File: src/rtl/vga_timing.sv
// ----------------------------------------------------------------------------
// vga_timing
//   VGA raster timing generator with an elapsed-seconds timer derived from
//   the frame rate.
//
//   Ports
//     clk          in   pixel clock (only clock)
//     rst_n        in   synchronous active-low reset
//     run          in   1 lets the seconds timer advance on each frame start
//     clear        in   synchronous zero of the seconds timer (beats run)
//     col[9:0]     out  current pixel column
//     row[9:0]     out  current line
//     visible      out  pixel is inside the active area
//     hsync        out  active-low horizontal sync
//     vsync        out  active-low vertical sync
//     frame_start  out  one-cycle pulse at col=0, row=0
//     seconds_o    out  elapsed seconds, 0..59
//
//   Handshake: none. All inputs are level-sampled on every rising clk edge;
//   there is no valid/ready pairing on this block.
// ----------------------------------------------------------------------------
module vga_timing #(
  parameter int H_VISIBLE      = 640,
  parameter int H_FRONT        = 16,
  parameter int H_SYNC         = 96,
  parameter int H_BACK         = 48,
  parameter int V_VISIBLE      = 480,
  parameter int V_FRONT        = 10,
  parameter int V_SYNC         = 2,
  parameter int V_BACK         = 33,
  parameter int FRAMES_PER_SEC = 60
) (
  input  logic       clk,
  input  logic       rst_n,
  input  logic       run,
  input  logic       clear,
  output logic [9:0] col,
  output logic [9:0] row,
  output logic       visible,
  output logic       hsync,
  output logic       vsync,
  output logic       frame_start,
  output logic [5:0] seconds_o
);

  localparam int H_TOTAL = H_VISIBLE + H_FRONT + H_SYNC + H_BACK;
  localparam int V_TOTAL = V_VISIBLE + V_FRONT + V_SYNC + V_BACK;
  localparam int FW      = (FRAMES_PER_SEC > 1) ? $clog2(FRAMES_PER_SEC) : 1;

  localparam logic [9:0] H_LAST   = 10'(H_TOTAL - 1);
  localparam logic [9:0] V_LAST   = 10'(V_TOTAL - 1);
  localparam logic [9:0] H_VIS    = 10'(H_VISIBLE);
  localparam logic [9:0] V_VIS    = 10'(V_VISIBLE);
  localparam logic [9:0] HS_FIRST = 10'(H_VISIBLE + H_FRONT);
  localparam logic [9:0] HS_LAST  = 10'(H_VISIBLE + H_FRONT + H_SYNC - 1);
  localparam logic [9:0] VS_FIRST = 10'(V_VISIBLE + V_FRONT);
  localparam logic [9:0] VS_LAST  = 10'(V_VISIBLE + V_FRONT + V_SYNC - 1);
  localparam logic [FW-1:0] FRAME_LAST = FW'(FRAMES_PER_SEC - 1);
  localparam logic [5:0]    SEC_LAST   = 6'd59;

  logic [9:0]    col_q, col_d;
  logic [9:0]    row_q, row_d;
  logic [FW-1:0] frame_q, frame_d;
  logic [5:0]    sec_q, sec_d;

  logic col_wrap;
  logic hs_active;
  logic vs_active;

  // Raster counters: col runs every clock, row steps on each col wrap.
  always_comb begin
    col_wrap = (col_q == H_LAST);
    col_d    = col_wrap ? 10'd0 : col_q + 10'd1;
    row_d    = row_q;
    if (col_wrap) begin
      row_d = (row_q == V_LAST) ? 10'd0 : row_q + 10'd1;
    end
  end

  // Outputs are decoded straight from the counters so they line up with
  // col/row with no extra latency. Gating with rst_n forces the idle levels
  // while reset is held, and a mid-frame reset cuts any sync pulse at once.
  always_comb begin
    hs_active   = (col_q >= HS_FIRST) && (col_q <= HS_LAST);
    vs_active   = (row_q >= VS_FIRST) && (row_q <= VS_LAST);
    visible     = rst_n && (col_q < H_VIS) && (row_q < V_VIS);
    hsync       = !(rst_n && hs_active);
    vsync       = !(rst_n && vs_active);
    frame_start = rst_n && (col_q == 10'd0) && (row_q == 10'd0);
  end

  // Seconds timer: clear beats run; the frame counter only moves on a
  // frame start, and rolling it over carries into the seconds register.
  always_comb begin
    frame_d = frame_q;
    sec_d   = sec_q;
    if (clear) begin
      frame_d = '0;
      sec_d   = 6'd0;
    end else if (run && frame_start) begin
      if (frame_q == FRAME_LAST) begin
        frame_d = '0;
        sec_d   = (sec_q == SEC_LAST) ? 6'd0 : sec_q + 6'd1;
      end else begin
        frame_d = frame_q + FW'(1);
      end
    end
  end

  always_ff @(posedge clk) begin
    if (!rst_n) begin
      col_q   <= 10'd0;
      row_q   <= 10'd0;
      frame_q <= '0;
      sec_q   <= 6'd0;
    end else begin
      col_q   <= col_d;
      row_q   <= row_d;
      frame_q <= frame_d;
      sec_q   <= sec_d;
    end
  end

  assign col       = col_q;
  assign row       = row_q;
  assign seconds_o = sec_q;

endmodule
File: config.mk
export PLATFORM = sky130hd
export DESIGN_NAME = vga_timing
export DESIGN_NICKNAME = d
export VERILOG_FILES = /design/src/rtl/vga_timing.sv
export SDC_FILE = /design/constraint.sdc
export NUM_CORES = 1
export LEC_CHECK = 0
export ABC_CLOCK_PERIOD_IN_PS = 2700
export BUFFER_PORTS_ARGS = -buffer_cell sky130_fd_sc_hd__buf_2
export CAP_MARGIN = 30
export CELL_PAD_IN_SITES_DETAIL_PLACEMENT = 0
export CELL_PAD_IN_SITES_GLOBAL_PLACEMENT = 1
export CORE_MARGIN = 2
export CORE_UTILIZATION = 40
export CTS_CLUSTER_DIAMETER = 80
export DETAILED_ROUTE_END_ITERATION = 6
export PLACE_DENSITY_LB_ADDON = 0.1
export SLEW_MARGIN = 40
export SYNTH_ARGS = -nofsm -noshare
export SYNTH_HDL_FRONTEND = slang
export SYNTH_SLANG_ARGS = --single-unit
File: constraint.sdc
create_clock -name clk -period 2.7 [get_ports clk]
set_input_delay 0 -clock clk [delete_from_list [all_inputs] [get_ports clk]]
set_output_delay 0 -clock clk [all_outputs]
set_load 0.05 [all_outputs]
Word-level counts from Yosys, hierarchy flattened
Cells that the tools add are included.
{"block": "word_totals", "ff_bits": 32, "input_bits": 4, "out_inout_bits": 30, "wordCells": 38}
{"block": "classes", "addsub": 4, "n_lt_le_gt_ge": 6, "eq_ne": 4, "mux": 3, "bitwise": 1, "reduce_logical": 16}
{"op": "$add A10 B1 Y10 const B", "count": 2}
{"op": "$eq A10 B10 Y1 const B", "count": 2}
{"op": "$logic_not A10 Y1", "count": 2}
{"op": "$add A6 B1 Y6 const B", "count": 2}
{"op": "$eq A6 B6 Y1 const B", "count": 2}
{"op": "$mux W6", "count": 2}
{"op": "$ge A10 B10 Y1 const B", "count": 1}
{"op": "$ge A10 B9 Y1 const B", "count": 1}
{"op": "$le A10 B10 Y1 const B", "count": 1}
{"op": "$le A10 B9 Y1 const B", "count": 1}
{"op": "$lt A10 B10 Y1 const B", "count": 1}
{"op": "$lt A10 B9 Y1 const B", "count": 1}
{"op": "$mux W10", "count": 1}
{"op": "$logic_and A1 B1 Y1", "count": 9}
{"op": "$reduce_or A2 Y1", "count": 2}
{"op": "$logic_not A1 Y1", "count": 2}
{"op": "$reduce_and A2 Y1", "count": 1}
{"op": "$not A1 Y1", "count": 1}

Logic depth before layout (Yosys ltp)
Gate-level depths: netlist of run 1.
{"block": "depth", "ltp_word": 5, "ltp_mapped": 7, "ltp_nobuf": 6}

Worst setup path after synthesis of run 1
No wires, ideal clock.
{"block": "synth_path", "path_kind": "register -> output", "from": "register row_q[0] (netlist: row[0])", "to": "output frame_start", "t_arrival_ns": 2.393, "t_required_ns": 2.700, "slack_ns": 0.307, "path_stages_with_launch": 6, "path_buffers": 0, "path_cell_list": "dfxtp_1 inv_1 ha_1 nor2b_1 nand4_1 nor3_1"}
{"block": "synth_between", "elab_chain_cells": 2}
{"element": "from (decl)", "line_no": "62", "rtl": "logic [9:0] row_q, row_d;"}
{"element": "from (signal assigned)", "line_no": "118", "rtl": "row_q <= row_d;"}
{"element": "$logic_not A10 Y1", "line_no": "89", "rtl": "frame_start = rst_n && (col_q == 10'd0) && (row_q == 10'd0);"}
{"element": "$logic_and A1 B1 Y1", "line_no": "89"}
{"element": "to (decl)", "line_no": "42", "rtl": "output logic frame_start,"}
Every way passes these cells.

Worst setup path after layout of run 1
{"block": "layout_path", "from": "register col_q[0] (netlist: col[0])", "to": "register row_q[6] (netlist: row[6])"}
{"block": "layout_between", "elab_chain_cells": 1}
{"element": "from (decl)", "line_no": "61", "rtl": "logic [9:0] col_q, col_d;"}
{"element": "from (signal assigned)", "line_no": "117", "rtl": "col_q <= col_d;"}
{"element": "$eq A10 B10 Y1", "line_no": "72", "rtl": "col_wrap = (col_q == H_LAST);"}
Every way passes these cells.
A chain may end at the register's enable or synchronous reset.

==> key figures, run 1 <==
Global route
  • First-pass GRT wire length: 7510 um
  • Grt ovf: 0
  • Gr usage total: 0.187
  • Antenna violations before repair: 0
  • Largest net degree at the start of global routing: 14
  • Vias in the first global route: 1594

CTS
  • # clock sinks: 32
  • Clock latency on the worst-skew pair: 290 ps
  • Post-CTS Setup Bufs: 0
  • CTS Buf Count: 5
  • TritonCTS clock tree: yes
  • Reg clk slew, reported paths: 70 ps
  • Clk buf depth: 2
  • Root Buffer Master: clkbuf_8
  • Post-CTS Hold Buffers: 0
  • Htree depth: 2
  • Post-CTS Resized: 0

STA
  • Setup TNS: 0 ps
  • Tmin final: 2170 ps
  • Final worst path period share: 0.805
  • Max Clk Rate: 0.460 GHz
  • Final clock skew: 6.07 ps
  • Unrepaired setup endpoints after global routing: no
  • Worst Tran Pin Value: 448 ps
  • Relative slew margins: 0.701
  • Final setup fails: 0
  • Max-slew violations: 0
  • Hold Fails Final Rpt: 0
  • Final WS setup: 527 ps

Worst setup path
  • WP data required: 2920 ps
  • Worst reg2reg endpoint: row[6]
  • R2R Path Start: col[0]
  • Worst Reg-to-Reg Cells: 5
  • Worst setup path start: col[0]
  • CP Class: reg2reg
  • Worst setup path end: row[6]
  • Crit Path Max Fanout: 8
  • Reg-to-reg setup timing slack: 530 ps
  • Crit path DAT: 2390 ps
  • Critical Path Start Type: register
  • Kind of end point of the critical path: register

Floorplan
  • Die ar.: 4980 um2
  • Die width: 70.6 um
  • Die height: 70.6 um
  • Initial Util: 0.410
  • Io pins: 34
  • Row count: 24
  • Core ar.: 4320 um2

Synthesis
  • Synthesized area per cell: 8.16 um2
  • Post-synthesis instance area: 1770 um2
  • Count leader, synth: dfxtp_1
  • Synth top area cells: dfxtp_1, nand3_1, ha_1
  • Post-synth EDFFs: 0
  • Sequential share of the synthesized area: 0.362
  • Most frequently used flop master after synthesis: dfxtp_1
  • Synth top area share: 0.362
  • Synth cell types: 44
  • #FFs+latches synth: 32
  • Top post-synthesis cells by count: dfxtp_1, nand3_1, a21oi_1, nand2_1, nor2_1
  • Area leader, netlist: dfxtp_1
  • Mapped Nets: 228
  • Synth async-reset ratio: 0
  • Synth warn: 0
  • Cells after synthesis: 217

Finish
  • Fraction of layout instances using a drive strength above 1: 0.194
  • Filler cells: 456
  • Antenna diodes: 0
  • Area added between synthesis and finish: 17.4%
  • Post-Layout Inst Area: 2080 um2
  • Fin nets: 263

Drt
  • DR vias/cell: 5.57
  • DRC marker count from the first detailed-route iteration: 62
  • DR DRC count: 0
  • Avg WL per Cell: 14.4 um
  • Routed WL: 4390 um
  • Post-route ant nets: 0
  • Drt first pass iters: 4
  • Vias: 1699

Placement
  • Routability cong.: 0.772
  • PortBufs: 33
  • DP HPWL: 3180 um
  • Cell Area, Placed: 1990 um2
  • Pre-CTS WS: 544 ps

Pwr
  • Leakage: 0.000795 uW
  • Max IR drop VDD: 0.000272 V
  • PwrDens: 452 nW/um2

Worst hold path
  • Hold path start: clear
  • Hold WC Path Type: in2reg
  • Hold depth: 4

Flow run
  • # Max-Cap Violations: 0

Outcome
  • Status: finished clean
==> how the worst min path moves through the flow <==
stage | to | slack [ps]
after global placement | seconds_o[2] | 350
after floorplan | seconds_o[2] | 200
after detailed placement | seconds_o[2] | 350
after CTS | seconds_o[2] | 40
after global routing | seconds_o[2] | 70
final | seconds_o[2] | 40
==> flip-flops by register name, indices dropped and copies added (netlist names) <==
name	count
col	10
row	10
frame_q	6
seconds_o	6
==> layer usage <==
| layer | GRT usage | vias to the layer above | share of wire |
|---|---|---|---|
| met1 | 0.251 | 798 | 0.49 |
| li1 | - | 869 | - |
| met3 | 0.0399 | 7 | 0.029 |
| met5 | 0 | - | 0 |
| met4 | 0.0629 | 0 | 0.014 |
| met2 | 0.300 | 25 | 0.47 |
==> metrics by stage <==
stage | power [uW] | utilization | cells | hold slack (ps)
after floorplan | 545 | - | 217 | 203
after global placement | 567 | 0.460 | 297 | 350
after detailed placement | 567 | 0.460 | 297 | 349
after CTS | 956 | 0.481 | 305 | 39.6
after global routing | 986 | 0.481 | 305 | 66.9
final | 941 | 0.481 | 305 | 40.9
==> critical path: stages (launching register included) <==
cell and delay [ps]:
dfxtp_1 410, ha_1 210, nand3_1 230, or4_1 660
or4_1 440, a21oi_1 150
==> where the power goes <==
part           total, uW  internal, uW  switching, uW
clock                386           203            183
combinational       72.9          21.5           51.4
sequential           482           476           5.81
total                941           701            240
==> cell type report <==
cell class	count	area, um2	area share
clock buffers	6	82.6	0.0397
inverters	10	37.5	0.0180
clock inverters	2	10.0	0.00481
repair buffers	37	195	0.0938
multi-input cells	166	1050	0.505
well taps	52	65.1	0.0313
flip-flops and latches	32	641	0.308
==> cell usage in the layout, fill, tap and decap left out, types with 2 or more instances in the layout <==
cell,Yosys,final
nor4_1,2,2
o31ai_1,6,6
nand3_1,21,21
or3_1,8,8
a21boi_0,3,3
a311oi_1,2,2
buf_2,2,33
inv_1,10,10
clkbuf_8,0,6
clkinv_2,0,2
nand4_1,6,6
dfxtp_1,32,32
xor2_1,6,6
and4_1,3,3
nor4b_1,2,2
nor3_1,5,5
buf_4,0,4
xnor2_1,3,3
nor3b_1,2,2
nand2b_1,2,2
a21oi_1,15,15
nor2b_1,3,3
ha_1,7,7
or4_1,8,8
and3_1,5,5
nand2_1,15,15
nor2_1,13,13
and2_1,3,3
o21ai_0,10,10
==> kinds of logic after synthesis <==
logic type	after synthesis	synth area share
buffers and inverters	19	0.0459
and+or+nand+nor	104	0.335
AOI/OAI and AO/OA	45	0.157
muxes	1	0.00565
adders and majority gates	7	0.0494
DFF	32	0.362
xor gates and xnor gates	9	0.0445
No activity file was read; power rests on OpenSTA's default activity.
==> inputs of run 2 (changes only) <==
--- a/config.mk
+++ b/config.mk
@@ -5,7 +5,7 @@
 export SDC_FILE = /design/constraint.sdc
 export NUM_CORES = 1
 export LEC_CHECK = 0
-export ABC_CLOCK_PERIOD_IN_PS = 2700
+export ABC_CLOCK_PERIOD_IN_PS = 2000
 export BUFFER_PORTS_ARGS = -buffer_cell sky130_fd_sc_hd__buf_2
 export CAP_MARGIN = 30
 export CELL_PAD_IN_SITES_DETAIL_PLACEMENT = 0
==> constraint.sdc (replaced) <==
create_clock -name clk -period 2 [get_ports clk]
set_input_delay 0 -clock clk [delete_from_list [all_inputs] [get_ports clk]]
set_output_delay 0 -clock clk [all_outputs]
set_load 0.05 [all_outputs]
==> key figures, run 2 (synthesis results as in run 1) <==
Finish
  • Fin nets: 283 (+7.6%)
  • Fraction of layout instances using a drive strength above 1: 0.311 (+0.118)
  • Antenna diodes: 0 (unchanged)
  • Area added between synthesis and finish: 29.4%
  • Most common cell after layout, fill and taps aside: buf_2
  • Post-Layout Inst Area: 2290 um2 (+10%)
  • Filler cells: 431 (-5.5%)
  • Commonest non-fill, non-tap cells in the layout: buf_2, buf_4, nand3_1, dfxtp_1

CTS
  • Htree depth: 2 (unchanged)
  • Clk buf depth: 2 (unchanged)
  • Post-CTS Hold Buffers: 0 (unchanged)
  • # clock sinks: 32 (unchanged)
  • Reg clk slew, reported paths: 70 ps (about the same)
  • Root Buffer Master: clkbuf_8
  • Clock latency on the worst-skew pair: 280 ps (about the same)
  • TritonCTS clock tree: yes
  • CTS Buf Count: 5 (unchanged)

Outcome
  • Status: finished clean

Floorplan
  • Io pins: 34 (unchanged)
  • Row count: 24 (unchanged)
  • Die width: 70.6 um (unchanged)
  • Initial Util: 0.410 (unchanged)
  • Core ar.: 4320 um2 (unchanged)
  • Die height: 70.6 um (unchanged)
  • Die ar.: 4980 um2 (unchanged)

STA
  • Unrepaired setup endpoints after global routing: no
  • Hold Fails Final Rpt: 0 (unchanged)
  • Max Clk Rate: 0.521 GHz (+13%)
  • Relative slew margins: 0.699 (-0.00282)
  • Final WS setup: 79.7 ps (-447 ps)
  • Max-slew violations: 0 (unchanged)
  • Final setup fails: 0 (unchanged)
  • Final worst path period share: 0.960 (+0.155)
  • Tmin final: 1920 ps (-253 ps)
  • Final clock skew: 4.67 ps (-1.41 ps)
  • Worst Tran Pin Value: 452 ps (+4.23 ps)

Placement
  • Pre-CTS WS: 67.2 ps (-477 ps)
  • DP HPWL: 3430 um (+7.9%)
  • Cell Area, Placed: 2140 um2 (+7.6%)
  • Routability cong.: 0.791 (+2.4%)
  • PortBufs: 33 (unchanged)

Worst setup path
  • WP data required: 2220 ps (-700 ps)
  • Kind of end point of the critical path: register
  • Crit path DAT: 2140 ps (-250 ps)
  • Critical Path, Cell by Cell: or3_4 -> or4_4 -> or4_1 -> a21oi_1
  • Crit Path Max Fanout: 7 (-1)
  • Reg-to-reg setup timing slack: 80 ps (-450 ps)
  • CP Class: reg2reg
  • Slowest cell on the critical path: or4_4
  • Biggest cell delay along the critical path: 580 ps (-80 ps)
  • R2R Path Start: col[7]
  • Worst setup path start: col[7]
  • Critical Path Start Type: register

Pwr
  • Leakage: 0.000906 uW (+14%)
  • PwrDens: 579 nW/um2 (+28%)
  • Max IR drop VDD: 0.000258 V (-4.9%)

Worst hold path
  • Hold path start: clear
  • Hold WC Path Type: in2reg

Global route
  • First-pass GRT wire length: 7760 um (+3.2%)
  • Grt ovf: 0 (unchanged)
  • Largest net degree at the start of global routing: 14 (unchanged)
  • Antenna violations before repair: 0 (unchanged)
  • Gr usage total: 0.193 (+0.00648)
  • Vias in the first global route: 1606 (+0.75%)

Drt
  • DRC marker count from the first detailed-route iteration: 93 (+50%)
  • Avg WL per Cell: 14.1 um (-1.8%)
  • Routed WL: 4590 um (+4.7%)
  • DR DRC count: 0 (unchanged)
  • Vias: 1794 (+5.6%)
  • Post-route ant nets: 0 (unchanged)
  • DR vias/cell: 5.52 (-0.91%)
  • Drt first pass iters: 4 (unchanged)

Flow run
  • # Max-Cap Violations: 0 (unchanged)
[run 2: cell types whose count changed in the layout (fill, tap and decap cells not counted), moves of 2 or more]
cell      previous run  this run
clkinv_2             2         0
buf_4                4        24
dfxtp_1             32        20
dfxtp_4              0         3
dfxtp_2              0         9
[run 2: through the flow]
stage,cells,power [uW],utilization,hold WS (ps),setup TNS (ps)
final,325,1330,0.530,49.9,0
after global routing,325,1380,0.530,80.8,0
after global placement,313,775,0.495,341,0
after floorplan,217,736,-,203,-254
after detailed placement,313,775,0.495,340,0
after CTS,321,1320,0.518,49.6,0
[run 2: cell type report]
type,count,area [um2],share of cell area
Tap cell,52,65.1,0.0284
Timing Repair Buffer,57,352,0.153
Inverter,10,37.5,0.0164
Clock buffer,8,100,0.0437
Multi-Input combinational cell,166,1070,0.469
Sequential cell,32,663,0.289
[run 2: path summary, 6_finish.rpt]
check,endpoint,depth (start not counted)
worst min-delay path,seconds_o[2],4
worst max-delay path,row[8],4
worst max register to register,row[8],4
worst min register to register,col[0],1
[run 2: per-layer routing]
layer	vias to the layer above	GRT usage	wire length, um
met5	-	0	0
met4	0	0.0608	87
met3	11	0.0470	151
met2	34	0.295	2130
met1	832	0.271	2220
li1	917	-	-
[run 2: power by group]
part           leakage, uW  switching (uW)  internal (uW)  total, uW
sequential        0.000265            8.35            642        650
clock            0.0000515             239            314        554
combinational     0.000589            75.7           47.4        123
[run 2: what timing repair did]
item,CTS,global route
buffers inserted,0,4
endpoints found under the setup margin,0,14
gates resized for setup,0,6
hold endpoints to repair,0,0
[run 2: critical path: cells and delay by family (launching register included)]
family	cells	cell delay, ps
simple gates	3	1410
flops	1	320
compound gates	1	130
==> inputs of run 3 (changes only) <==
--- a/config.mk
+++ b/config.mk
@@ -5,15 +5,16 @@
 export SDC_FILE = /design/constraint.sdc
 export NUM_CORES = 1
 export LEC_CHECK = 0
-export ABC_CLOCK_PERIOD_IN_PS = 2000
-export BUFFER_PORTS_ARGS = -buffer_cell sky130_fd_sc_hd__buf_2
+export ABC_CLOCK_PERIOD_IN_PS = 1640
 export CAP_MARGIN = 30
 export CELL_PAD_IN_SITES_DETAIL_PLACEMENT = 0
 export CELL_PAD_IN_SITES_GLOBAL_PLACEMENT = 1
 export CORE_MARGIN = 2
-export CORE_UTILIZATION = 40
+export CORE_UTILIZATION = 41
 export CTS_CLUSTER_DIAMETER = 80
 export DETAILED_ROUTE_END_ITERATION = 6
+export DONT_BUFFER_PORTS = 1
+export MAX_ROUTING_LAYER = met4
 export PLACE_DENSITY_LB_ADDON = 0.1
 export SLEW_MARGIN = 40
 export SYNTH_ARGS = -nofsm -noshare
==> constraint.sdc (replaced) <==
create_clock -name clk -period 1.64 [get_ports clk]
set_input_delay 0 -clock clk [delete_from_list [all_inputs] [get_ports clk]]
set_output_delay 0 -clock clk [all_outputs]
set_load 0.05 [all_outputs]
==> key figures, run 3 (synthesis results as in run 1) <==
STA
  • Final WS setup: -274 ps (-354 ps)
  • Final setup fails: 21 (+21)
  • Final clock skew: 4.04 ps (-0.629 ps)
  • Max-slew violations: 0 (unchanged)
  • Setup TNS: -1670 ps (-1670 ps)
  • Max Clk Rate: 0.522 GHz (+0.33%)
  • Hold Fails Final Rpt: 20 (+20)
  • Worst Tran Pin Value: 483 ps (+30.7 ps)
  • Tmin final: 1910 ps (-6.25 ps)
  • Final worst path period share: 1.17 (+0.207)
  • Unrepaired setup endpoints after global routing: yes
  • Relative slew margins: 0.677 (-0.0212)
  • WHS: -155 ps (-205 ps)

Global route
  • First-pass GRT wire length: 8780 um (+13%)
  • Vias in the first global route: 1934 (+20%)
  • Largest net degree at the start of global routing: 14 (unchanged)
  • Gr usage total: 0.226 (+0.0326)
  • Antenna violations before repair: 0 (unchanged)
  • Grt ovf: 0 (unchanged)

Drt
  • DR DRC count: 0 (unchanged)
  • Avg WL per Cell: 16.6 um (+18%)
  • Post-route ant nets: 0 (unchanged)
  • Drt first pass iters: 4 (unchanged)
  • Vias: 1943 (+8.3%)
  • DRC marker count from the first detailed-route iteration: 73 (-22%)
  • DR vias/cell: 5.78 (+4.8%)
  • Routed WL: 5580 um (+22%)

Floorplan
  • Die ar.: 4860 um2 (-2.3%)
  • Io pins: 34 (unchanged)
  • Die height: 69.7 um (-1.2%)
  • Die width: 69.7 um (-1.2%)
  • Initial Util: 0.434 (+0.0238)
  • Core ar.: 4090 um2 (-5.5%)
  • Row count: 23 (-4.2%)

Worst setup path
  • WP data required: 1850 ps (-370 ps)
  • CP Class: reg2reg
  • Crit Path Max Fanout: 5 (-2)
  • Crit path DAT: 2130 ps (about the same)
  • Critical Path Start Type: register
  • Kind of end point of the critical path: register

Finish
  • Fraction of layout instances using a drive strength above 1: 0.510 (+0.199)
  • Commonest non-fill, non-tap cells in the layout: buf_4, dfxtp_1, nand3_1
  • Antenna diodes: 0 (unchanged)
  • Filler cells: 306 (-29%)
  • Fin nets: 296 (+4.6%)
  • Most common cell after layout, fill and taps aside: buf_4
  • Post-Layout Inst Area: 2830 um2 (+23%)
  • Area added between synthesis and finish: 59.5%

Outcome
  • Status: finished with violations
  • Failing checks: hold timing, setup timing

CTS
  • CTS Buf Count: 5 (unchanged)
  • Root Buffer Master: clkbuf_8
  • Htree depth: 2 (unchanged)
  • # clock sinks: 32 (unchanged)
  • Clock latency on the worst-skew pair: 280 ps (about the same)
  • TritonCTS clock tree: yes
  • Post-CTS Hold Buffers: 1 (+1)
  • Clk buf depth: 2 (unchanged)
  • Reg clk slew, reported paths: 70 ps (about the same)

Flow run
  • # Max-Cap Violations: 0 (unchanged)

Placement
  • Cell Area, Placed: 2370 um2 (+11%)
  • Pre-CTS WS: -241 ps (-308 ps)
  • Routability cong.: 0.854 (+8.0%)
  • DP HPWL: 3810 um (+11%)
  • PortBufs: 0 (-100%)

Pwr
  • Comb power frac: 0.125 (+0.032)
  • PwrDens: 595 nW/um2 (+2.7%)
  • Int Power: 1260 uW (+25%)
  • Switching Share: 0.251 (+0.00716)
  • Leakage: 0.00105 uW (+16%)
  • Reg power frac: 0.471 (-0.019)
  • Power, Total: 1680 uW (+27%)
  • Power share of the clock group: 0.404 (-0.013)
  • Max IR drop VDD: 0.000707 V (+170%)
  • Net Sw Power: 422 uW (+30%)

Worst hold path
  • Hold WC Path Type: in2reg
[run 3: changes by cell type in the layout (fill, tap and decap cells not counted), sizes merged]
cell / previous run / this run
buf: 57 / 69
dlygate4sd3: 0 / 1
[run 3: timing repair]
item                                    in CTS  in global routing
endpoints found under the hold margin       22                 20
setup buffers                                3                  3
resized for setup                           20                 61
pin swaps                                   13                 26
endpoints found under the setup margin      26                 32
[run 3: final cells by class]
class	instances	area (um2)	share of cell area
Timing Repair Buffer	70	582	0.206
Multi-Input combinational cell	166	1360	0.483
Inverter	10	42.5	0.0151
Clock buffer	8	100	0.0354
Sequential cell	32	676	0.239
Tap cell	50	62.6	0.0221
[run 3: power by group through the flow]
| stage | Combinational (uW) | Clock (uW) | Sequential (uW) |
|---|---|---|---|
| floorplan | 76.1 | 0 | 827 |
| global placement | 140 | 0 | 803 |
| detailed placement | 143 | 0 | 804 |
| CTS | 171 | 679 | 789 |
| global route | 226 | 716 | 791 |
| finish | 211 | 679 | 791 |
[run 3: worst paths after layout]
path	start	endpoint	slack, ps	depth (start not counted)
worst max-delay path	col[7]	row[6]	-270	4
worst min-delay path	rst_n	col[4]	-150	1
worst max register to register	col[7]	row[6]	-270	4
worst min register to register	frame_q[5]	frame_q[5]	510	2
[run 3: stage by stage]
| step | cells | utilization |
|---|---|---|
| 2_1_floorplan | 217 | - |
| 3_3_place_gp | 322 | 0.580 |
| 3_5_place_dp | 322 | 0.580 |
| 4_1_cts | 333 | 0.631 |
| 5_1_grt | 336 | 0.692 |
| 6_report | 336 | 0.692 |
[run 3: critical path, cell delays in order, from the launching register on]
cell     delay (ps)
dfxtp_2         320
or3_4           390
or4_4           550
or4_1           430
a21oi_1         160
[run 3: per-layer routing]
| metal | vias to the layer above | global-route usage | wire length (um) |
|---|---|---|---|
| met3 | 17 | 0.0436 | 174 |
| met5 | - | - | 0 |
| met4 | 0 | 0.105 | 150 |
| met1 | 927 | 0.266 | 2300 |
| met2 | 53 | 0.372 | 2960 |
| li1 | 946 | - | - |
